===== config.mk =====
export PLATFORM = sky130hd
export DESIGN_NAME = wb_dma_reader
export DESIGN_NICKNAME = d
export VERILOG_FILES = /design/src/rtl/wb_dma_reader.sv
export SDC_FILE = /design/constraint.sdc
export NUM_CORES = 1
export LEC_CHECK = 0
export BUFFER_PORTS_ARGS = -buffer_cell sky130_fd_sc_hd__buf_2
export CORE_ASPECT_RATIO = 0.8
export CORE_UTILIZATION = 58
export DETAILED_ROUTE_END_ITERATION = 6
export GPL_TIMING_DRIVEN = 0
export MAX_ROUTING_LAYER = met4
export PLACE_DENSITY = 0.8
export SLEW_MARGIN = 20
export SYNTH_ARGS = -nofsm -noshare
export SYNTH_HDL_FRONTEND = slang
export SYNTH_SLANG_ARGS = --single-unit

===== constraint.sdc =====
create_clock -name wb_clk_i -period 7.7 [get_ports wb_clk_i]
set_input_delay 0.77 -clock wb_clk_i [delete_from_list [all_inputs] [get_ports wb_clk_i]]
set_output_delay 0.77 -clock wb_clk_i [all_outputs]
set_load 0.005 [all_outputs]

===== src/rtl/wb_dma_reader.sv =====
// wb_dma_reader: Wishbone burst reader that streams a linear block of 32-bit words
// through a first-word-fall-through FIFO to a valid/ready consumer.
module wb_dma_reader #(
    parameter int FIFO_AW   = 3,
    parameter int MAX_BURST = 4,
    parameter int LEN_W     = 16
) (
    input  logic             wb_clk_i,
    input  logic             wb_rst_n_i,
    input  logic             start_i,
    input  logic [31:0]      base_adr_i,
    input  logic [LEN_W-1:0] len_i,
    output logic             busy_o,
    output logic             done_o,
    output logic             err_o,
    output logic [31:0]      wb_adr_o,
    output logic [31:0]      wb_dat_o,
    input  logic [31:0]      wb_dat_i,
    output logic [3:0]       wb_sel_o,
    output logic [2:0]       wb_cti_o,
    output logic [1:0]       wb_bte_o,
    output logic             wb_cyc_o,
    output logic             wb_stb_o,
    output logic             wb_we_o,
    input  logic             wb_ack_i,
    input  logic             wb_err_i,
    output logic [31:0]      st_dat_o,
    output logic             st_valid_o,
    input  logic             st_ready_i
);
    // state | meaning
    // IDLE  | waiting for start_i
    // ARB   | sizing next burst, waiting for enough free FIFO slots
    // BURST | Wishbone incrementing burst in flight
    // DRAIN | bus finished, waiting for the consumer to empty the FIFO

    localparam int DEPTH = 2 ** FIFO_AW;
    localparam int BW    = $clog2(MAX_BURST + 1);

    localparam logic [2:0] CTI_CLASSIC = 3'b000;
    localparam logic [2:0] CTI_INC     = 3'b010;
    localparam logic [2:0] CTI_END     = 3'b111;

    typedef enum logic [1:0] {IDLE, ARB, BURST, DRAIN} state_t;

    state_t             state;
    logic [LEN_W-1:0]   remaining;
    logic [BW-1:0]      beat_cnt;
    logic [LEN_W-1:0]   burst_len;
    logic [LEN_W-1:0]   free_slots;

    logic [31:0]        mem [DEPTH];
    logic [FIFO_AW-1:0] wr_ptr;
    logic [FIFO_AW-1:0] rd_ptr;
    logic [FIFO_AW:0]   count;
    logic               fifo_empty;
    logic               push;
    logic               pop;
    logic               bus_ack;
    logic               bus_err;
    logic               unused_adr_lsb;

    assign unused_adr_lsb = ^base_adr_i[1:0];

    assign wb_dat_o = '0;
    assign wb_sel_o = 4'hF;
    assign wb_bte_o = 2'b00;
    assign wb_we_o  = 1'b0;

    // Error wins over ack so an erroring beat never reaches the FIFO.
    assign bus_err = (state == BURST) && wb_cyc_o && wb_stb_o && wb_err_i;
    assign bus_ack = (state == BURST) && wb_cyc_o && wb_stb_o && wb_ack_i && !wb_err_i;

    assign fifo_empty = (count == '0);
    assign push       = bus_ack;
    assign pop        = !fifo_empty && st_ready_i;
    assign st_valid_o = !fifo_empty;
    assign st_dat_o   = mem[rd_ptr];

    assign free_slots = LEN_W'(DEPTH) - LEN_W'(count);

    always_comb begin
        burst_len = remaining;
        if (remaining > LEN_W'(MAX_BURST)) begin
            burst_len = LEN_W'(MAX_BURST);
        end
    end

    always_ff @(posedge wb_clk_i) begin
        if (push) begin
            mem[wr_ptr] <= wb_dat_i;
        end
    end

    always_ff @(posedge wb_clk_i or negedge wb_rst_n_i) begin
        if (!wb_rst_n_i) begin
            wr_ptr <= '0;
            rd_ptr <= '0;
            count  <= '0;
        end else begin
            if (push) begin
                wr_ptr <= wr_ptr + 1'b1;
            end
            if (pop) begin
                rd_ptr <= rd_ptr + 1'b1;
            end
            case ({push, pop})
                2'b10:   count <= count + 1'b1;
                2'b01:   count <= count - 1'b1;
                default: count <= count;
            endcase
        end
    end

    always_ff @(posedge wb_clk_i or negedge wb_rst_n_i) begin
        if (!wb_rst_n_i) begin
            state     <= IDLE;
            remaining <= '0;
            beat_cnt  <= '0;
            wb_adr_o  <= '0;
            wb_cti_o  <= CTI_CLASSIC;
            wb_cyc_o  <= 1'b0;
            wb_stb_o  <= 1'b0;
            busy_o    <= 1'b0;
            done_o    <= 1'b0;
            err_o     <= 1'b0;
        end else begin
            done_o <= 1'b0;
            case (state)
                IDLE: begin
                    if (start_i) begin
                        err_o <= 1'b0;
                        if (len_i == '0) begin
                            done_o <= 1'b1;
                        end else begin
                            wb_adr_o  <= {base_adr_i[31:2], 2'b00};
                            remaining <= len_i;
                            busy_o    <= 1'b1;
                            state     <= ARB;
                        end
                    end
                end
                ARB: begin
                    // Space is reserved up front, so no push can meet a full FIFO.
                    if (free_slots >= burst_len) begin
                        beat_cnt <= BW'(burst_len);
                        wb_cyc_o <= 1'b1;
                        wb_stb_o <= 1'b1;
                        wb_cti_o <= (burst_len == LEN_W'(1)) ? CTI_END : CTI_INC;
                        state    <= BURST;
                    end
                end
                BURST: begin
                    if (bus_err) begin
                        err_o     <= 1'b1;
                        wb_cyc_o  <= 1'b0;
                        wb_stb_o  <= 1'b0;
                        wb_cti_o  <= CTI_CLASSIC;
                        remaining <= '0;
                        state     <= DRAIN;
                    end else if (bus_ack) begin
                        wb_adr_o  <= wb_adr_o + 32'd4;
                        remaining <= remaining - 1'b1;
                        beat_cnt  <= beat_cnt - 1'b1;
                        if (beat_cnt == BW'(1)) begin
                            wb_cyc_o <= 1'b0;
                            wb_stb_o <= 1'b0;
                            wb_cti_o <= CTI_CLASSIC;
                            state    <= (remaining != LEN_W'(1)) ? ARB : DRAIN;
                        end else if (beat_cnt == BW'(2)) begin
                            wb_cti_o <= CTI_END;
                        end
                    end
                end
                DRAIN: begin
                    if (fifo_empty) begin
                        done_o <= 1'b1;
                        busy_o <= 1'b0;
                        state  <= IDLE;
                    end
                end
                default: state <= IDLE;
            endcase
        end
    end

    fifo_no_overflow: assert property (@(posedge wb_clk_i) disable iff (!wb_rst_n_i)
        !(push && (count == (FIFO_AW + 1)'(DEPTH))));

endmodule


* Word-level counts from Yosys, hierarchy flattened
Memories as Yosys holds them, arrays and structs flattened.
Cells that the tools add are included.
** Operators by class
- Add/sub/neg operators :: 8
- Reductions and logical operators :: 23
- Eq/ne operators :: 19
- Mux-type cells :: 50
- Order comparisons :: 2
** Operators by type and width (number)
- $mux W32 :: 4
- $mux W16 :: 5
- $pmux W32 S2 :: 1
- $add A32 B3 Y32 const B :: 1
- $pmux W16 S2 :: 1
- $mux W3 :: 9
- $reduce_and A4 Y1 :: 5
- $eq A16 B1 Y1 const B :: 1
- $ge A16 B16 Y1 :: 1
- $gt A16 B3 Y1 const B :: 1
- $logic_not A16 Y1 :: 1
- $mux W2 :: 8
- $ne A16 B1 Y1 const B :: 1
- $sub A16 B1 Y16 const B :: 1
- $mux W1 :: 14
- $ne A2 B2 Y1 const B :: 7
- $pmux W3 S2 :: 2
- $pmux W1 S2 :: 4
- $pmux W2 S4 :: 1
- $pmux W4 S2 :: 1
- $reduce_bool A2 Y1 :: 4
- $add A3 B1 Y3 const B :: 2
- $eq A2 B2 Y1 const B :: 3
- $logic_and A1 B1 Y1 :: 6
- other kinds (16) :: 18
** Storage, ports and cells
- Memories :: 1
- Output and inout bits :: 112
- Register bits after elaboration :: 70
- Logic and storage cells :: 115
- Bits in writable memories :: 256
- Bits of input ports :: 86
** Memory list
- mem :: words 8, width 32, read ports 1, clocked after memory_dff 0, wr ports 1, RTL line 52 : logic [31:0] mem [DEPTH];

* Depth between registers and ports, before layout
- Depth in word-level cells :: 8
- Depth in mapped cells :: 13

* Worst setup path before layout
Ideal clock, no wire load.
- Kind :: input to register
- Start point :: in wb_err_i
- End point :: mem mem[2][0], enable pin
- Arrival :: 4.887 ns
- Cell stages on the path :: 4
- Slack :: 2.300 ns
- Path through :: nand3b_1 -> nor2_1 -> inv_1 -> nor4b_1
** On the way
- Cells in the longest elaborated chain, start to end :: 4
** Ends and longest elaborated chain
- start, declared :: RTL line 26 : input logic wb_err_i,
- $logic_not A1 Y1 :: RTL line 72 : assign bus_ack = (state == BURST) && wb_cyc_o && wb_stb_o && wb_ack_i && !wb_err_i;
- $logic_and A1 B1 Y1 :: RTL line 72
- $mux W1 :: RTL line 90 : if (push) begin
- $mux W1 (implied by the code) :: RTL line 91 : mem[wr_ptr] <= wb_dat_i;
- end, declared :: RTL line 52
Every way passes these cells.

* Final worst setup path
- Start point :: reg rd_ptr[0]
- End point :: out st_dat_o[26]
** On the way
- Cells in the longest elaborated chain, start to end :: 1
** Ends and longest elaborated chain
- start, declared :: RTL line 54 : logic [FIFO_AW-1:0] rd_ptr;
- start signal, assigned :: RTL line 105 : rd_ptr <= rd_ptr + 1'b1;
- $mem_v2 Z8 W32
- end, declared :: RTL line 27 : output logic [31:0] st_dat_o,
Every way passes these cells.

==> flow_summary.ini <==
[outcome]
outcome = complete, but fails checks
failed_checks = design-rule violations

[yosys]
synth-main-ff-cell = edfxtp_1
synth_seq_cells = 323
avgSynthCellArea_sq_um = 15.03
ys_seq_area_share_pct = 64.35
netlist_instances = 968
synthArstFlopShare_pct = 20.74
syn_area_sq_mm = 0.01455
synth_edf_count = 256
synth_warnings = 0
yosys.cell_types.count = 73

[power]
max-vdd-ir-drop_mv = 0.2450
powerDensity_mw_per_mm2 = 358.7
p_int_mw = 4.031
netSwitchingFraction_pct = 35.00
p_seq_share_pct = 37.5
share_comb_of_total_power_pct = 38.3
power.leakage_nw = 6.581
p_clk_share_pct = 24.2
switchingPower_mw = 2.170

[timing]
fin_skew_ns = 0.02103
rsz0062_at_grt = no
worst_slew_pin_slew_ns = 0.9951
drv_slew = 0
hold_viol = 0
setup_viol = 0
fmax_ghz = 0.2676
maxSlewHeadroom_pct = 33.52
fin_crit_ns = 3.736
finalCritPeriodShare_pct = 48.52

[final_layout]
area_delta_synth_final_pct = 18.80
stdcell_area_sq_mm = 0.01729
final_cell_mix = edfxtp_1, buf_2, dfrtp_1
layout.nets = 1365
fin_util_pct = 70.56
drive_above_1_share_pct = 32.39
fin_cells = 1590
final_common_cell = edfxtp_1

[place]
place_area_sq_mm = 0.01628
gp_routability_congestion = 0.8885
io_buffers = 154
hpwl_mm = 23.02
placedCellCount = 1529

[detailed_routing]
wl_per_cell_um = 20.88
first_pass_iters = 7
ant_nets = 0
first_iter_violations = 999
drc = 44
vias_per_cell = 5.957
num_vias = 9472
routed_wl_mm = 33.20

[worst_setup_path]
cp-end-kind = primary output
critical_path_arrival_ns = 2.97
crit_start = rd_ptr[0]$_DFFE_PN0P_
r2r_cells = 11
crit_type = reg -> out
critPathLaunchType = flop
worst_r2r_endpoint = wb_cti_o[0]$_DFFE_PN0P_
rrSetupSlack_ns = 4.07
critPathMaxFanout = 10
required_ns = 6.93
cp-endpoint = st_dat_o[26]
r2r_start = remaining[8]$_DFFE_PN0P_

[global_routing]
grt_max_degree = 51
grt_pass1_vias = 9128
grt_usage_pct = 27.05
antenna_found_initial = 2
grt_pass1_wl_mm = 50.76
grt_overflow = 0

[clock_network]
cts-hold-fix-buffers = 0
ctsRootBufferMaster = clkbuf_16
cts_tree = yes
cts.path.max_buffers = 3
worstSkewPairLatency_ns = 0.57
cts.repair.resized = 0
cts_made_buffers = 31
htree_levels = 1
clk_pin_slew_ns = 0.07
cts_sinks = 323
post_cts_buffers = 0

[die]
fp.dieH_um = 143.7
die-area_sq_mm = 0.02573
rows = 51
io_pins = 198
fp.dieW_um = 179.1
core_sq_mm = 0.02450
start_util_pct = 59.39

[worst_hold_path]
hold_class = in -> async

[flow_run]
drv_cap = 0
[per-layer routing]
layer	global-route usage (%)	share of wire (%)
met1	37.44	42
met2	42.57	48
met3	4.444	7.2
met4	6.236	1.9
met5	-	0
[layout make-up]
cell class,instances,area [sq um]
inverter,20,75.07
clock inverter,21,202.7
fill,1568,7214
timing repair buffer,191,1090
clock buffer,37,798.3
multi-input combinational,588,4846
tap,318,397.9
sequential,323,9364
buffer,89,508.0
antenna,3,7.507
[synth_stat cells (15+ instances only)]
cell type / count / area, sq um
edfxtp_1: 256 / 7687
dfrtp_1: 67 / 1677
mux4_2: 64 / 1441
o21ai_0: 59 / 295.3
nor2_1: 50 / 187.7
nand2_1: 49 / 183.9
a21oi_1: 43 / 215.2
buf_4: 43 / 322.8
ha_1: 34 / 425.4
clkbuf_1: 33 / 123.9
mux2_2: 33 / 371.6
inv_1: 19 / 71.32
nand3_1: 18 / 90.09
o22ai_1: 18 / 112.6
a22oi_1: 15 / 112.6
nor3_1: 15 / 75.07
[through the flow]
| stage | setup TNS, ns | worst slack (ns) | hold slack, ns | total power, mW |
|---|---|---|---|---|
| finish | 0 | 3.964 | 0.06708 | 6.201 |
| global route | 0 | 3.747 | 0.08156 | 6.563 |
| CTS | 0 | 3.897 | 0.06462 | 6.206 |
| detailed placement | 0 | 4.085 | 0.4954 | 4.701 |
| global placement | -51.73 | -1.028 | 0.4869 | 4.608 |
| floorplan | 0 | 2.300 | 0.4633 | 3.916 |
[how the worst min path moves through the flow]
stage,startpoint,to,slack [ns],cells past startpoint
after floorplan,remaining[14]$_DFFE_PN0P_,remaining[14]$_DFFE_PN0P_,0.46,2
after global routing,wb_rst_n_i,wb_adr_o[24]$_DFFE_PN0P_,0.08,1
after global placement,remaining[7]$_DFFE_PN0P_,remaining[7]$_DFFE_PN0P_,0.49,2
final,wb_rst_n_i,wb_adr_o[24]$_DFFE_PN0P_,0.07,1
after detailed placement,remaining[7]$_DFFE_PN0P_,remaining[7]$_DFFE_PN0P_,0.50,2
after CTS,wb_rst_n_i,wb_adr_o[24]$_DFFE_PN0P_,0.06,1
[critical path, stage by stage, from the launching register on]
cell	delay (ns)
dfrtp_1	0.37
clkbuf_1	0.55
buf_2	0.48
mux4_2	0.57
mux2_2	0.31
buf_2	0.14
[registers in the layout (all words and copies together) (netlist names), 3 cells and up]
name       count
wb_adr_o      30
rd_ptr         3
count          4
remaining     16
beat_cnt       3
wr_ptr         3
mem          256
[power groups by stage]
stage / clock network, mW / logic (mW) / registers [mW]
after CTS: 1.51 / 2.38 / 2.32
after detailed placement: 0 / 2.35 / 2.35
after global placement: 0 / 2.27 / 2.34
final: 1.50 / 2.38 / 2.33
after floorplan: 0 / 1.61 / 2.31
after global routing: 1.58 / 2.63 / 2.35
[cell families (layout without fill, tap and decap cells)]
kind of cell	Yosys count	in the layout	synth area share (%)
flip-flops	323	323	64.35
adder cells (fa/ha/maj)	35	35	3.061
multiplexers	107	107	13.15
XOR/XNOR	10	10	0.6019
buffers and inverters	109	358	4.007
AND/OR/NAND/NOR	196	196	6.870
AO/OA/AOI/OAI	186	186	7.919
other	2	57	0.05161
No activity file was read; power rests on OpenSTA's default activity.
